File: config.mk
export PLATFORM = sky130hd
export DESIGN_NAME = qspi_flash_responder
export DESIGN_NICKNAME = d
export VERILOG_FILES = /design/src/rtl/qspi_flash_responder.sv
export SDC_FILE = /design/constraint.sdc
export NUM_CORES = 1
export LEC_CHECK = 0
export CAP_MARGIN = 20
export CELL_PAD_IN_SITES_DETAIL_PLACEMENT = 0
export CELL_PAD_IN_SITES_GLOBAL_PLACEMENT = 2
export CORE_ASPECT_RATIO = 0.5
export CORE_UTILIZATION = 41
export CTS_CLUSTER_SIZE = 24
export DETAILED_ROUTE_END_ITERATION = 10
export PLACE_DENSITY = 0.9
export SLEW_MARGIN = 15
export SYNTH_ARGS = -nofsm -noshare
export SYNTH_HDL_FRONTEND = slang
export SYNTH_SLANG_ARGS = --single-unit
File: constraint.sdc
create_clock -name clk_i -period 7.2 [get_ports clk_i]
set_input_delay 1.44 -clock clk_i [delete_from_list [all_inputs] [get_ports clk_i]]
set_output_delay 1.44 -clock clk_i [all_outputs]
set_load 0.01 [all_outputs]
File: src/rtl/qspi_flash_responder.sv
// SPI-mode-0 flash target: oversamples csb/sclk/sd on clk_i, decodes READ, QUAD READ,
// PAGE PROGRAM, RDSR, WREN and WRDI, and serves data through a byte-wide memory port.
module qspi_flash_responder #(
  parameter int unsigned AW        = 24,
  parameter int unsigned DUMMY_CYC = 8
) (
  input  logic          clk_i,
  input  logic          rst_ni,
  input  logic          sclk_i,
  input  logic          csb_i,
  input  logic [3:0]    sd_i,
  output logic [3:0]    sd_o,
  output logic [3:0]    sd_oe_o,
  output logic          mem_req_o,
  output logic          mem_we_o,
  output logic [AW-1:0] mem_addr_o,
  output logic [7:0]    mem_wdata_o,
  input  logic [7:0]    mem_rdata_i
);

  localparam int unsigned CW = $clog2(AW + DUMMY_CYC + 9);
  localparam logic [CW-1:0] BYTE_LAST  = CW'(7);
  localparam logic [CW-1:0] ADDR_LAST  = CW'(AW - 1);
  localparam logic [CW-1:0] DUMMY_LAST = CW'(DUMMY_CYC - 1);

  localparam logic [7:0] OP_READ  = 8'h03;
  localparam logic [7:0] OP_QREAD = 8'h6B;
  localparam logic [7:0] OP_PP    = 8'h02;
  localparam logic [7:0] OP_RDSR  = 8'h05;
  localparam logic [7:0] OP_WREN  = 8'h06;
  localparam logic [7:0] OP_WRDI  = 8'h04;

  typedef enum logic [3:0] {
    S_IDLE, S_CMD, S_ADDR, S_DUMMY, S_RDATA, S_QRDATA, S_WDATA, S_STATUS, S_IGNORE
  } state_e;

  state_e        state_q, state_d;
  logic [1:0]    sclk_sync_q, sclk_sync_d;
  logic [1:0]    csb_sync_q, csb_sync_d;
  logic [3:0]    sd_s1_q, sd_s1_d;
  logic [3:0]    sd_s2_q, sd_s2_d;
  logic          sclk_prev_q, sclk_prev_d;
  logic          csb_prev_q, csb_prev_d;
  logic [CW-1:0] bit_cnt_q, bit_cnt_d;
  logic [3:0]    tot_cnt_q, tot_cnt_d;
  logic [AW-1:0] shift_q, shift_d;
  logic [7:0]    cmd_q, cmd_d;
  logic [AW-1:0] addr_q, addr_d;
  logic [7:0]    rbuf_q, rbuf_d;
  logic [7:0]    tx_q, tx_d;
  logic [2:0]    out_idx_q, out_idx_d;
  logic          rd_lat_q, rd_lat_d;
  logic          wel_q, wel_d;
  logic          set_pend_q, set_pend_d;
  logic          clr_pend_q, clr_pend_d;
  logic          wseen_q, wseen_d;
  logic [3:0]    sd_o_q, sd_o_d;
  logic [3:0]    sd_oe_q, sd_oe_d;
  logic          mem_req_q, mem_req_d;
  logic          mem_we_q, mem_we_d;
  logic [AW-1:0] mem_addr_q, mem_addr_d;
  logic [7:0]    mem_wdata_q, mem_wdata_d;

  logic          sclk_s, csb_s, rise, fall, csb_rise, csb_fall;
  logic [AW-1:0] shift_in;
  logic [7:0]    status_byte;
  logic          unused_sd;

  assign sclk_s      = sclk_sync_q[1];
  assign csb_s       = csb_sync_q[1];
  assign rise        = sclk_s & ~sclk_prev_q;
  assign fall        = ~sclk_s & sclk_prev_q;
  assign csb_rise    = csb_s & ~csb_prev_q;
  assign csb_fall    = ~csb_s & csb_prev_q;
  assign shift_in    = {shift_q[AW-2:0], sd_s2_q[0]};
  assign status_byte = {6'b0, wel_q, 1'b0};
  assign unused_sd   = ^sd_s2_q[3:1];

  always_comb begin
    sclk_sync_d = {sclk_sync_q[0], sclk_i};
    csb_sync_d  = {csb_sync_q[0], csb_i};
    sd_s1_d     = sd_i;
    sd_s2_d     = sd_s1_q;
    sclk_prev_d = sclk_s;
    csb_prev_d  = csb_s;
    state_d     = state_q;
    bit_cnt_d   = bit_cnt_q;
    tot_cnt_d   = tot_cnt_q;
    shift_d     = shift_q;
    cmd_d       = cmd_q;
    addr_d      = addr_q;
    rbuf_d      = rbuf_q;
    tx_d        = tx_q;
    out_idx_d   = out_idx_q;
    wel_d       = wel_q;
    set_pend_d  = set_pend_q;
    clr_pend_d  = clr_pend_q;
    wseen_d     = wseen_q;
    sd_o_d      = sd_o_q;
    sd_oe_d     = sd_oe_q;
    mem_req_d   = 1'b0;
    mem_we_d    = 1'b0;
    mem_addr_d  = mem_addr_q;
    mem_wdata_d = mem_wdata_q;
    // Read data arrives the cycle after the request strobe.
    rd_lat_d    = mem_req_q & ~mem_we_q;
    if (rd_lat_q) rbuf_d = mem_rdata_i;

    if (csb_rise) begin
      state_d    = S_IDLE;
      sd_oe_d    = '0;
      bit_cnt_d  = '0;
      out_idx_d  = '0;
      rd_lat_d   = 1'b0;
      rbuf_d     = rbuf_q;
      if (set_pend_q && tot_cnt_q == 4'd8) wel_d = 1'b1;
      if (clr_pend_q && tot_cnt_q == 4'd8) wel_d = 1'b0;
      if (wseen_q) wel_d = 1'b0;
      set_pend_d = 1'b0;
      clr_pend_d = 1'b0;
      wseen_d    = 1'b0;
    end else if (state_q == S_IDLE) begin
      if (csb_fall) begin
        state_d   = S_CMD;
        bit_cnt_d = '0;
        tot_cnt_d = '0;
        out_idx_d = '0;
      end
    end else begin
      if (rise && tot_cnt_q != 4'hF) tot_cnt_d = tot_cnt_q + 4'd1;
      unique case (state_q)
        S_CMD: if (rise) begin
          shift_d = shift_in;
          if (bit_cnt_q == BYTE_LAST) begin
            bit_cnt_d = '0;
            cmd_d     = shift_in[7:0];
            out_idx_d = '0;
            case (shift_in[7:0])
              OP_READ, OP_QREAD: state_d = S_ADDR;
              OP_PP:   state_d = wel_q ? S_ADDR : S_IGNORE;
              OP_RDSR: begin
                state_d = S_STATUS;
                sd_oe_d = 4'b0010;
              end
              OP_WREN: begin
                state_d    = S_IGNORE;
                set_pend_d = 1'b1;
              end
              OP_WRDI: begin
                state_d    = S_IGNORE;
                clr_pend_d = 1'b1;
              end
              default: state_d = S_IGNORE;
            endcase
          end else begin
            bit_cnt_d = bit_cnt_q + 1'b1;
          end
        end
        S_ADDR: if (rise) begin
          shift_d = shift_in;
          if (bit_cnt_q == ADDR_LAST) begin
            bit_cnt_d = '0;
            addr_d    = shift_in;
            out_idx_d = '0;
            case (cmd_q)
              OP_READ: begin
                mem_req_d  = 1'b1;
                mem_addr_d = shift_in;
                state_d    = S_RDATA;
                sd_oe_d    = 4'b0010;
              end
              OP_QREAD: begin
                mem_req_d  = 1'b1;
                mem_addr_d = shift_in;
                if (DUMMY_CYC == 0) begin
                  state_d = S_QRDATA;
                  sd_oe_d = 4'b1111;
                end else begin
                  state_d = S_DUMMY;
                end
              end
              OP_PP: begin
                state_d = S_WDATA;
                wseen_d = 1'b1;
              end
              default: state_d = S_IGNORE;
            endcase
          end else begin
            bit_cnt_d = bit_cnt_q + 1'b1;
          end
        end
        S_DUMMY: if (rise) begin
          if (bit_cnt_q == DUMMY_LAST) begin
            bit_cnt_d = '0;
            state_d   = S_QRDATA;
            sd_oe_d   = 4'b1111;
          end else begin
            bit_cnt_d = bit_cnt_q + 1'b1;
          end
        end
        S_RDATA: if (fall) begin
          // Bit 7 comes straight from the fetch buffer, which is then freed for the prefetch.
          if (out_idx_q == 3'd0) begin
            sd_o_d     = {2'b00, rbuf_q[7], 1'b0};
            tx_d       = rbuf_q;
            addr_d     = addr_q + 1'b1;
            mem_req_d  = 1'b1;
            mem_addr_d = addr_q + 1'b1;
          end else begin
            sd_o_d = {2'b00, tx_q[3'd7 - out_idx_q], 1'b0};
          end
          out_idx_d = out_idx_q + 3'd1;
        end
        S_QRDATA: if (fall) begin
          if (!out_idx_q[0]) begin
            sd_o_d     = rbuf_q[7:4];
            tx_d       = rbuf_q;
            addr_d     = addr_q + 1'b1;
            mem_req_d  = 1'b1;
            mem_addr_d = addr_q + 1'b1;
          end else begin
            sd_o_d = tx_q[3:0];
          end
          out_idx_d = {2'b00, ~out_idx_q[0]};
        end
        S_WDATA: if (rise) begin
          shift_d = shift_in;
          if (bit_cnt_q == BYTE_LAST) begin
            bit_cnt_d   = '0;
            mem_req_d   = 1'b1;
            mem_we_d    = 1'b1;
            mem_addr_d  = addr_q;
            mem_wdata_d = shift_in[7:0];
            addr_d      = addr_q + 1'b1;
          end else begin
            bit_cnt_d = bit_cnt_q + 1'b1;
          end
        end
        S_STATUS: if (fall) begin
          sd_o_d    = {2'b00, status_byte[3'd7 - out_idx_q], 1'b0};
          out_idx_d = out_idx_q + 3'd1;
        end
        default: ;
      endcase
    end
  end

  always_ff @(posedge clk_i or negedge rst_ni) begin
    if (!rst_ni) begin
      state_q     <= S_IDLE;
      sclk_sync_q <= '0;
      csb_sync_q  <= '1;
      sd_s1_q     <= '0;
      sd_s2_q     <= '0;
      sclk_prev_q <= 1'b0;
      csb_prev_q  <= 1'b1;
      bit_cnt_q   <= '0;
      tot_cnt_q   <= '0;
      shift_q     <= '0;
      cmd_q       <= '0;
      addr_q      <= '0;
      rbuf_q      <= '0;
      tx_q        <= '0;
      out_idx_q   <= '0;
      rd_lat_q    <= 1'b0;
      wel_q       <= 1'b0;
      set_pend_q  <= 1'b0;
      clr_pend_q  <= 1'b0;
      wseen_q     <= 1'b0;
      sd_o_q      <= '0;
      sd_oe_q     <= '0;
      mem_req_q   <= 1'b0;
      mem_we_q    <= 1'b0;
      mem_addr_q  <= '0;
      mem_wdata_q <= '0;
    end else begin
      state_q     <= state_d;
      sclk_sync_q <= sclk_sync_d;
      csb_sync_q  <= csb_sync_d;
      sd_s1_q     <= sd_s1_d;
      sd_s2_q     <= sd_s2_d;
      sclk_prev_q <= sclk_prev_d;
      csb_prev_q  <= csb_prev_d;
      bit_cnt_q   <= bit_cnt_d;
      tot_cnt_q   <= tot_cnt_d;
      shift_q     <= shift_d;
      cmd_q       <= cmd_d;
      addr_q      <= addr_d;
      rbuf_q      <= rbuf_d;
      tx_q        <= tx_d;
      out_idx_q   <= out_idx_d;
      rd_lat_q    <= rd_lat_d;
      wel_q       <= wel_d;
      set_pend_q  <= set_pend_d;
      clr_pend_q  <= clr_pend_d;
      wseen_q     <= wseen_d;
      sd_o_q      <= sd_o_d;
      sd_oe_q     <= sd_oe_d;
      mem_req_q   <= mem_req_d;
      mem_we_q    <= mem_we_d;
      mem_addr_q  <= mem_addr_d;
      mem_wdata_q <= mem_wdata_d;
    end
  end

  assign sd_o        = sd_o_q;
  assign sd_oe_o     = sd_oe_q;
  assign mem_req_o   = mem_req_q;
  assign mem_we_o    = mem_we_q;
  assign mem_addr_o  = mem_addr_q;
  assign mem_wdata_o = mem_wdata_q;

endmodule

# ---- After elaboration in Yosys (flattened, before gate mapping)
# Cells that the tools add are included.
# Widths: inputs -> output; s select.
dict set report classes {
  n_addsub 5
  mul 0
  div_mod_pow 0
  n_lt_le_gt_ge 1
  eq_ne 50
  shift 0
  muxes 112
  n_bitwise 13
  reduce_logical 44
}
# cell n
set op_table {}
lappend op_table {{$mux 24} 13}
lappend op_table {{$pmux 24 s4} 2}
lappend op_table {{$mux 4} 27}
lappend op_table {{$pmux 4 s3} 5}
lappend op_table {{$mux 6} 7}
lappend op_table {{$mux 1} 38}
lappend op_table {{$eq 8x2->1 const B} 4}
lappend op_table {{$mux 8} 4}
lappend op_table {{$ne 4x4->1 const B} 8}
lappend op_table {{$mux 3} 9}
lappend op_table {{$reduce_and 5->1} 5}
lappend op_table {{$add 24x1->24 const B} 1}
lappend op_table {{$eq 8x3->1 const B} 3}
lappend op_table {{$ne 2x2->1 const B} 12}
lappend op_table {{$ne 3x3->1 const B} 7}
lappend op_table {{$reduce_bool 2->1} 10}
lappend op_table {{$eq 4x3->1 const B} 4}
lappend op_table {{$eq 8x7->1 const B} 2}
lappend op_table {{$pmux 8 s2} 1}
lappend op_table {{$reduce_and 8->1} 2}
lappend op_table {{$pmux 3 s4} 1}
lappend op_table {{$pmux 6 s2} 1}
lappend op_table {{$reduce_and 12->1} 1}
lappend op_table {{$reduce_bool 4->1} 3}
lappend op_table {{other kinds (32)} 55}
dict set report word_totals {
  register_bits 143
  latchBits 0
  ramBits 0
  romBits 0
  output_inout_bits 42
  mem_count 0
}

# ---- Depth between registers and ports, before layout
# Gate-level depths: netlist (run 1).
dict set report depth {
  ltp_word 8
  depth_mapped 11
  ltp_nobuf 8
}

# ---- Worst setup path before layout (run 1)
# OpenSTA, ideal clock, no wires.
dict set report synth_path {
  path_type {flip-flop to flip-flop}
  start {reg csb_prev_q}
  end {reg shift_q[5]}
  arrival_time_ns 2.260
  t_required_ns 7.072
  path_slack_ns 4.813
  stages_incl_launch_ff 9
  n_path_buf 3
  path_cell_list {dfstp_2 > inv_1 > ha_1 > clkbuf_1 > or3_1 > or3_1 > buf_2 > buf_6 > mux2_1}
}
dict set report synth_via {
  elab_chain_len 4
}
# element line_no
set synth_lines {}
lappend synth_lines {{start, declared} 43} ;# logic csb_prev_q, csb_prev_d;
lappend synth_lines {{start signal, assigned} 283} ;# csb_prev_q <= csb_prev_d;
lappend synth_lines {{$not 1->1} 73} ;# assign csb_rise = csb_s & ~csb_prev_q;
lappend synth_lines {{$and 1x1->1} 73}
lappend synth_lines {{$not 1->1 (no line)} n/a}
lappend synth_lines {{$reduce_and 4->1 (no line)} n/a}
lappend synth_lines {{end signal, assigned} 286} ;# shift_q <= shift_d;
lappend synth_lines {{end, declared} 46} ;# logic [AW-1:0] shift_q, shift_d;
# No other way between the ends.
# A chain may end at the register's enable or synchronous reset.

# ---- Final worst setup path (run 1)
dict set report layout_path {
  start {reg state_q[0]}
  end {reg addr_q[6]}
}
dict set report layout_via {
  elab_chain_len 3
  word_cells_on_any_way 17
  cone_classes {eq/ne (12); mux (1); bitwise (1); reduce/logical (3)}
}
# element line_no
set layout_lines {}
lappend layout_lines {{start, declared} 37} ;# state_e state_q, state_d;
lappend layout_lines {{start signal, assigned} 277} ;# state_q <= state_d;
lappend layout_lines {{$eq 4x3->1, or another cell as far along} 131} ;# unique case (state_q)
lappend layout_lines {{$reduce_bool 4->1 (no line), or another cell as far along} n/a}
lappend layout_lines {{$reduce_and 11->1 (no line)} n/a}
lappend layout_lines {{end signal, assigned} 288} ;# addr_q <= addr_d;
lappend layout_lines {{end, declared} 48} ;# logic [AW-1:0] addr_q, addr_d;
# Parallel ways exist; a longest one is shown, timed or not.

==> results of run 1 <==
[cell usage in the layout (no fill, tap or decap), drive strengths merged, types with 11 or more instances in the layout]
cell type	instances
a21oi	60
a2bb2oi	11
and3	12
buf	14
clkbuf	18
clkdlybuf4s50	53
dfrtp	138
inv	22
mux2	54
nand2	93
nand3	22
nor2	51
nor3	24
o21ai	86
o22ai	12
xnor2	14
[final cells by class]
type / count / area [um2] / area share (%)
clock buffer: 18 / 429.2 / 4.696
timing repair buffer: 67 / 651.9 / 7.133
inverter: 20 / 75.07 / 0.8215
tap: 259 / 324.1 / 3.546
clock inverter: 14 / 192.7 / 2.108
multi-input combinational: 586 / 3934 / 43.04
sequential: 141 / 3532 / 38.65
[report_power, final]
part / internal (mW) / switching [mW] / total, mW
Clock: 0.581 / 0.360 / 0.941
Combinational: 0.167 / 0.280 / 0.446
Sequential: 0.840 / 0.0903 / 0.930
[cells by family after synthesis]
family                   after synthesis  share of synthesized area, %
AND/OR/NAND/NOR                      264                         16.79
AO/OA/AOI/OAI                        234                         20.61
flip-flops                           141                         44.79
buffers and inverters                 88                         5.521
multiplexers                          61                         8.916
XOR/XNOR                              19                         2.110
adder cells (fa/ha/maj)                8                         1.269
[cell usage after synthesis, types with 5 or more instances]
cell type / n / area share (%)
a22o_1: 7 / 0.78
dfrtp_1: 138 / 44
xnor2_1: 14 / 1.6
mux2_2: 52 / 7.4
mux2i_1: 5 / 0.63
nand2b_1: 8 / 0.63
o221ai_1: 10 / 1.1
o21ai_2: 18 / 2.0
nor3b_1: 6 / 0.57
and4_1: 6 / 0.67
a21oi_2: 7 / 0.78
nor3_1: 22 / 1.4
buf_2: 17 / 1.1
buf_6: 8 / 1.1
o21ai_0: 62 / 3.9
nand2_1: 93 / 4.4
buf_1: 9 / 0.43
o21ai_1: 6 / 0.38
buf_4: 6 / 0.57
nor2b_1: 10 / 0.79
inv_1: 20 / 0.95
o22ai_1: 12 / 0.95
nand4_1: 10 / 0.79
a2bb2oi_2: 9 / 1.7
xor2_1: 5 / 0.56
nor2_1: 50 / 2.4
a21oi_1: 53 / 3.4
and3_1: 12 / 0.95
nand3_1: 22 / 1.4
ha_1: 8 / 1.3
clkbuf_1: 27 / 1.3
a31oi_1: 6 / 0.48
[layer usage]
metal	track usage (%)	wire, um	vias up
met5	0	0	-
li1	-	-	3012
met2	32.17	8771	119
met1	30.69	9873	3135
met3	3.797	802	18
met4	5.486	214	0
[critical path: cells and delay by family, from the launching register on]
family	cells	cell delay (ns)
AO/OA/AOI/OAI	4	1.65
flip-flops	1	0.64
AND/OR/NAND/NOR	2	0.30
buffers and inverters	1	0.46
[worst max-delay path by stage]
stage	start	to	slack (ns)	cells after the start
6_report	state_q[0]$_DFFE_PN0P_	addr_q[6]$_DFFE_PN0P_	3.99	7
5_1_grt	state_q[0]$_DFFE_PN0P_	addr_q[6]$_DFFE_PN0P_	3.81	7
4_1_cts	state_q[0]$_DFFE_PN0P_	mem_addr_o[20]$_DFFE_PN0P_	3.92	7
3_5_place_dp	state_q[2]$_DFFE_PN0P_	mem_addr_o[20]$_DFFE_PN0P_	3.94	6
3_3_place_gp	state_q[0]$_DFFE_PN0P_	mem_addr_o[20]$_DFFE_PN0P_	3.93	7
2_1_floorplan	csb_prev_q$_DFF_PN1_	shift_q[5]$_DFFE_PN0P_	4.81	8
[registers in the layout, summed over array words and instances (netlist names), 3 cells and up]
signal	flops
sd_o	4
mem_wdata_o	8
mem_addr_o	24
rbuf_q	8
cmd_q	8
tot_cnt_q	4
shift_q	23
addr_q	24
state_q	4
bit_cnt_q	6
out_idx_q	3
tx_q	8
[per-stage QoR]
stage	instance area, um2	cells
CTS	9119	1104
floorplan	7886	815
global placement	8497	1072
detailed placement	8497	1072
global route	9139	1105
finish	9139	1105
==> reports/results.tsv, run 1 <==
metric	value	unit
most used flip-flop cell after synthesis	dfrtp_1	
ant diodes	0	
Die ar.	19830	um2
Final HPWL DP	12630	um
Hold EP	sd_s2_q[0]$_DFF_PN0_	
max_slew headroom	38.60	%
PortBufs	54	
critical setup path kind	reg2reg	
antenna violations before repair	0	
Die Height	100.1	um
register area share after synthesis	44.79	%
Tightest Hold Check Type	reg2reg	
reg2reg start	state_q[0]$_DFFE_PN0P_	
cts repair resizes	0	
initial core utilization	42.37	%
FP Rows	35	
final hold violation count	0	
slowest cell on the critical path	a2111o_1	
max-slew violations	0	
Worst Min Path Start	sd_s1_q[0]$_DFF_PN0_	
CTS tree	built	
Fillers	1742	
fin crit period	3.206	ns
#FFs+latches synth	141	
Place WS	3.944	ns
Leak Pwr	3.829	nW
largest fanout on the critical path	32	
later-pin clock latency in the skew report	0.42	ns
Tcrit/Tclk final	44.53	%
DR vias	6284	
crit path DAT	3.50	ns
drt drc	0	
final worst slack	3.994	ns
Finished Core Util	49.10	%
R2R Path End	addr_q[6]$_DFFE_PN0P_	
CTS H-tree lvls	4	
Worst Clk Skew	0.01075	ns
cts hold-fix bufs	0	
Bufs on Longest Clock Path	2	
CP peak stage delay	0.78	ns
startpoint class of the critical path	flop	
first-pass GRT wire length	32420	um
post-synthesis async set-or-reset flop share	100.0	%
routed wire length	19660	um
GRT overflow	0	
postcts setup bufs	0	
syn avg cell area	9.676	um2
Layout area overhead	15.88	%
largest net degree at the start of global routing	91	
Die X	198.1	um
worst hold path stage count	0	
Reg2Reg Depth	7	
Hold WS	0.3536	ns
Slew @ Worst Pin	0.9209	ns
FF-to-FF setup slack	3.99	ns
Sink Count	141	
required time worst endpoint	7.49	ns
I/O Pins	58	
Routed Antenna Nets	0	
Post-Synthesis Cells	815	
CTS clk-pin slew, worst paths	0.06	ns
Pre-antenna DRT Iters	5	
number of global-route vias before repair	5949	
Ys Warns	0	
EDFF count, synth	0	
final setup fails	0	
Synth Cell Area	7886	um2
maxcap violations	0	
vias per cell	5.687	
clock tree root driver cell	clkbuf_16	
nets	857	
CTS buffer count	17	
routability cong.	0.8052	
Core ar.	18610	um2
cell chain of the critical path	buf_4 > nor3b_1 > a311o_1 > a21oi_1 > a2111o_1 > nor2_1 > a2bb2oi_2	
status	complete, no violations	
f_max	311.9	MHz
Synth cell types	76	
total track usage	21.05	%
layout cells sized above 1	17.73	%
Max IR drop VDD	0.1838	mV
Post-Syn Nets	839	
RSZ-0062 raised after global routing	no	
power per cell area	253.7	nW/um2
Worst setup EP type	flop	
Iter 0 DRT Violations	458	
Final Power	2.318	mW
accumulated negative setup slack	0	ns
wire per inst	17.79	um
Note: power is estimated with default switching activity, not from simulation.
==> run 2, diff against run 1 <==
Settings changed: CORE_UTILIZATION 41 to 38, PLACE_DENSITY 0.9 to 0.84.
Clock period 7.2 ns to 3 ns, I/O delays scaled along.
==> run 2 against run 1 <==
Critical path depth is 1 lower. Clock skew shrank 0.0041 ns. Critical endpoint is now mem_wdata_o[5]$_DFFE_PN0P_. Wire length rose by 4.4%. Sequential power rose by 140%. Worst setup slack worse by 3.7 ns. Critical path type unchanged. Highest routed layer unchanged. Register-to-register slack got worse by 3.7 ns.
==> reports/results.tsv, run 2 (synthesis gave the netlist of run 1 again) <==
metric	value	unit	change
status	complete, no violations		
f_max	370.8	MHz	+19%
Slew @ Worst Pin	0.7731	ns	-0.1479 ns
Place WS	0.3484	ns	-3.595 ns
DR vias	6384		+1.6%
FP Rows	36		+2.9%
reg2reg start	state_q[1]$_DFFE_PN0P_		
Bufs on Longest Clock Path	2		unchanged
cts repair resizes	0		unchanged
clock tree root driver cell	clkbuf_16		
final setup fails	0		unchanged
CTS tree	built		
Iter 0 DRT Violations	478		+4.4%
Non-Filler Instances	1135		+2.7%
Int Pwr	3.937	mW	+150%
required time worst endpoint	3.31	ns	-4.18 ns
CTS buffer count	17		unchanged
Max IR drop VDD	0.3713	mV	+100%
Sink Count	141		unchanged
wire per inst	18.09	um	+1.6%
Die Height	103.9	um	+3.8%
RSZ-0062 raised after global routing	no		
fin crit period	2.697	ns	-0.5096 ns
antenna violations before repair	1		+1
startpoint class of the critical path	flop		
I/O Pins	58		unchanged
postcts setup bufs	0		unchanged
CTS H-tree lvls	4		unchanged
Final HPWL DP	13910	um	+10%
later-pin clock latency in the skew report	0.43	ns	about the same
power per cell area	607.8	nW/um2	+140%
final hold violation count	0		unchanged
number of global-route vias before repair	6268		+5.4%
crit path DAT	3.01	ns	-0.49 ns
Comb power frac	20.6	%	+1.3 points
ant diodes	0		unchanged
Die X	205.7	um	+3.8%
nets	882		+2.9%
Layout area overhead	18.47	%	
net switching power	1.741	mW	+140%
Switching Share	30.66	%	-0.85 points
PortBufs	54		unchanged
Tightest Hold Check Type	in2async		
commonest cells after routing, fill and taps aside	dfrtp_1 (138), nand2_1 (93), o21ai_0 (62)		
routability cong.	0.8595		+6.7%
Worst Clk Skew	0.006648	ns	-0.004097 ns
Flop pwr share	39.2	%	-0.9 points
Routed Antenna Nets	0		unchanged
routed wire length	20530	um	+4.4%
Clock power frac	40.2	%	-0.4 points
cts hold-fix bufs	0		unchanged
Tcrit/Tclk final	89.90	%	+45 points
Fillers	1904		+9.3%
layout cells sized above 1	20.02	%	+2.3 points
vias per cell	5.625		-1.1%
first-pass GRT wire length	34400	um	+6.1%
Worst setup EP type	flop		
largest net degree at the start of global routing	59		-35%
CP startpoint	state_q[1]$_DFFE_PN0P_		
max-slew violations	0		unchanged
critical setup path kind	reg2reg		
most common cell after layout, fill and taps aside	dfrtp_1		
largest fanout on the critical path	22		-31%
Core ar.	19910	um2	+7.0%
final worst slack	0.3031	ns	-3.690 ns
GRT overflow	0		unchanged
placed insts	1105		+3.1%
maxcap violations	0		unchanged
drt drc	0		unchanged
Pre-antenna DRT Iters	5		unchanged
accumulated negative setup slack	0	ns	unchanged
Leak Pwr	3.960	nW	+3.4%
Die ar.	21370	um2	+7.8%
total track usage	20.52	%	-0.53 points
CTS clk-pin slew, worst paths	0.06	ns	about the same
max_slew headroom	48.34	%	+9.7 points
initial core utilization	39.61	%	-2.8 points
## run 2: metal layers
metal  global-route usage [%]  wire [um]  vias up
met4                    5.979        233        0
met3                    3.947       1026       18
met1                    30.05       9992     3161
met5                        0          0        -
li1                         -          -     3057
met2                    30.54       9277      148
## run 2: critical path: stages (launching register included)
cell     delay, ns
dfrtp_1       0.50
buf_4         0.35
nor4_2        0.12
buf_4         0.18
nor2_1        0.41
nand3_1       0.56
mux2_2        0.45
## run 2: layout make-up
type                            instances  area, um2  share of cell area [%]
Clock inverter                         10      162.7                   1.741
Multi-Input combinational cell        586       3934                   42.11
Inverter                               20      75.07                  0.8035
Sequential cell                       141       3532                   37.81
Timing Repair Buffer                   92      839.6                   8.986
Clock buffer                           20      466.7                   4.995
Tap cell                              266      332.8                   3.562
## run 2: power by group through the flow
| stage | Combinational (mW) | Clock (mW) | Sequential, mW |
|---|---|---|---|
| floorplan | 0.873 | 0 | 2.14 |
| detailed placement | 1.16 | 0 | 2.25 |
| CTS | 1.16 | 2.33 | 2.22 |
| global route | 1.30 | 2.42 | 2.25 |
| finish | 1.17 | 2.28 | 2.23 |
| global placement | 1.14 | 0 | 2.25 |
## run 2: worst paths after layout
check | to | slack, ns | cells past startpoint
hold / removal | tot_cnt_q[1]$_DFFE_PN0P_ | 0.15 | 1
setup reg to reg | mem_wdata_o[5]$_DFFE_PN0P_ | 0.30 | 6
max in group asynchronous | addr_q[14]$_DFFE_PN0P_ | 2.14 | 2
setup / recovery | mem_wdata_o[5]$_DFFE_PN0P_ | 0.30 | 6
min in group clk_i | csb_sync_q[1]$_DFF_PN1_ | 0.35 | 0
hold reg to reg | csb_sync_q[1]$_DFF_PN1_ | 0.35 | 0
## run 2: per-stage QoR
| step | power, mW | cell area [um2] | utilization, % | hold slack [ns] |
|---|---|---|---|---|
| after floorplan | 3.009 | 7886 | - | 0.3044 |
| after global placement | 3.392 | 8713 | 43.77 | 0.3337 |
| after detailed placement | 3.411 | 8713 | 43.77 | 0.3411 |
| after CTS | 5.712 | 9343 | 46.93 | 0.1569 |
| after global routing | 5.970 | 9343 | 46.93 | 0.1838 |
| final | 5.678 | 9343 | 46.93 | 0.1458 |
==> run 3, diff against run 2 <==
Settings changed: CORE_MARGIN from default to 5.
==> run 3 against run 2 <==
Total power down 5.2%. Cell count up 0.79%. Sequential power about the same. Highest routed layer unchanged.
==> reports/results.tsv, run 3 (synthesis gave the netlist of run 1 again) <==
metric	value	unit	change
status	complete, no violations		
Iter 0 DRT Violations	404		-15%
required time worst endpoint	3.36	ns	+0.05 ns
number of global-route vias before repair	6232		-0.57%
Die ar.	23910	um2	+12%
met2 WL	9230	um	-0.51%
placed cell area	8722	um2	+0.10%
drt drc	0		unchanged
Switching Share	33.56	%	+2.9 points
Met3 Wirelength	959	um	-6.5%
max-slew violations	0		unchanged
Tcrit/Tclk final	87.53	%	-2.4 points
CTS tree	built		
RSZ-0062 raised after global routing	no		
CTS buffer count	17		unchanged
f_max	380.8	MHz	+2.7%
uppermost routed layer	met4		
clock tree root driver cell	clkbuf_16		
maxcap violations	0		unchanged
postcts setup bufs	0		unchanged
wire per inst	17.76	um	-1.8%
routed wire length	20320	um	-1.0%
nets	882		unchanged
net switching power	1.807	mW	+3.8%
initial core utilization	38.54	%	-1.1 points
Max IR drop VDD	0.4363	mV	+17%
Tightest Hold Check Type	in2async		
largest fanout on the critical path	23		+4.5%
later-pin clock latency in the skew report	0.43	ns	about the same
cts hold-fix bufs	0		unchanged
Slew @ Worst Pin	0.7899	ns	+0.01687 ns
FP Rows	37		+2.8%
Die Height	111.9	um	+7.7%
Comb power frac	21.7	%	+1.1 points
Core ar.	20460	um2	+2.8%
Finished Core Util	45.31	%	-1.6 points
max_slew headroom	47.21	%	-1.1 points
fin area	9271	um2	-0.76%
final worst slack	0.3742	ns	+0.07106 ns
ant diodes	0		unchanged
total track usage	17.64	%	-2.9 points
crit path DAT	2.99	ns	-0.02 ns
Routed Antenna Nets	0		unchanged
largest net degree at the start of global routing	71		+20%
I/O Pins	58		unchanged
vias per cell	5.552		-1.3%
Pre-antenna DRT Iters	4		-1
PortBufs	54		unchanged
GRT overflow	0		unchanged
Hold WS	0.1690	ns	+0.02311 ns
layout cells sized above 1	20.21	%	+0.18 points
Place WS	0.4216	ns	+0.07321 ns
power per cell area	580.8	nW/um2	-4.4%
final setup fails	0		unchanged
antenna violations before repair	0		-1
most common cell after layout, fill and taps aside	dfrtp_1		
routability cong.	0.9021		+5.0%
Reg2Reg Depth	7		+1
DR vias	6351		-0.52%
fin crit period	2.626	ns	-0.07106 ns
Fillers	1955		+2.7%
Layout area overhead	17.56	%	
Sink Count	141		unchanged
accumulated negative setup slack	0	ns	unchanged
commonest cells after routing, fill and taps aside	dfrtp_1 (138), nand2_1 (93), o21ai_0 (62)		
Bufs on Longest Clock Path	2		unchanged
CTS clk-pin slew, worst paths	0.07	ns	about the same
Worst Clk Skew	0.01058	ns	+0.003931 ns
Leak Pwr	3.916	nW	-1.1%
DRT met1 WL	9937	um	-0.55%
startpoint class of the critical path	flop		
Int Pwr	3.578	mW	-9.1%
CTS H-tree lvls	4		unchanged
Die X	213.7	um	+3.9%
Final HPWL DP	13690	um	-1.5%
Worst setup EP type	flop		
first-pass GRT wire length	34040	um	-1.0%
Clock power frac	37.1	%	-3.1 points
critical setup path kind	reg2reg		
final hold violation count	0		unchanged
FF-to-FF setup slack	0.37	ns	+0.07 ns
cts repair resizes	0		unchanged
Flop pwr share	41.2	%	+2.0 points
-- run 3: changes by cell type in the layout (fill, tap and decap cells not counted), sizes merged --
cell	previous run	this run
clkinvlp	2	4
clkbuf	20	18
bufinv	4	0
clkinv	3	5
inv	21	25
-- run 3: cell type report --
cell class | count | area (um2) | area share, %
sequential | 141 | 3532 | 38.10
multi-input combinational | 586 | 3934 | 42.43
timing repair buffer | 92 | 839.6 | 9.055
tap | 273 | 341.6 | 3.684
clock buffer | 18 | 439.2 | 4.737
clock inverter | 14 | 110.1 | 1.188
inverter | 20 | 75.07 | 0.8097
-- run 3: power by group through the flow --
stage,Combinational (mW),Clock (mW),Sequential [mW]
6_report,1.17,2.00,2.22
5_1_grt,1.30,2.15,2.24
4_1_cts,1.17,2.05,2.21
3_5_place_dp,1.16,0,2.25
3_3_place_gp,1.15,0,2.24
2_1_floorplan,0.873,0,2.14
-- run 3: critical path, cell delays in order, from the launching register on --
cell and delay, ns:
dfrtp_1 0.56, nor3b_1 0.49, o211a_1 0.28, a221oi_1 0.06, or4_2 0.62, buf_4 0.26
inv_1 0.14, a2bb2oi_2 0.13
-- run 3: layer usage --
metal / GRT usage, % / up-vias
met3: 3.998 / 15
met4: 4.191 / 0
met5: 0 / -
li1: - / 3059
met2: 26.80 / 134
met1: 25.67 / 3143
-- run 3: final timing paths --
path / from / to
min: rst_ni / tot_cnt_q[0]$_DFFE_PN0P_
min reg2reg: sclk_sync_q[0]$_DFF_PN0_ / sclk_sync_q[1]$_DFF_PN0_
max: state_q[3]$_DFFE_PN0P_ / mem_addr_o[20]$_DFFE_PN0P_
max reg2reg: state_q[3]$_DFFE_PN0P_ / mem_addr_o[20]$_DFFE_PN0P_
max in group asynchronous: rst_ni / addr_q[15]$_DFFE_PN0P_
min in group clk_i: sclk_sync_q[0]$_DFF_PN0_ / sclk_sync_q[1]$_DFF_PN0_
-- run 3: stage by stage --
stage,instances,total power [mW]
global route,1144,5.688
detailed placement,1112,3.405
floorplan,815,3.009
finish,1144,5.385
global placement,1112,3.391
CTS,1144,5.426
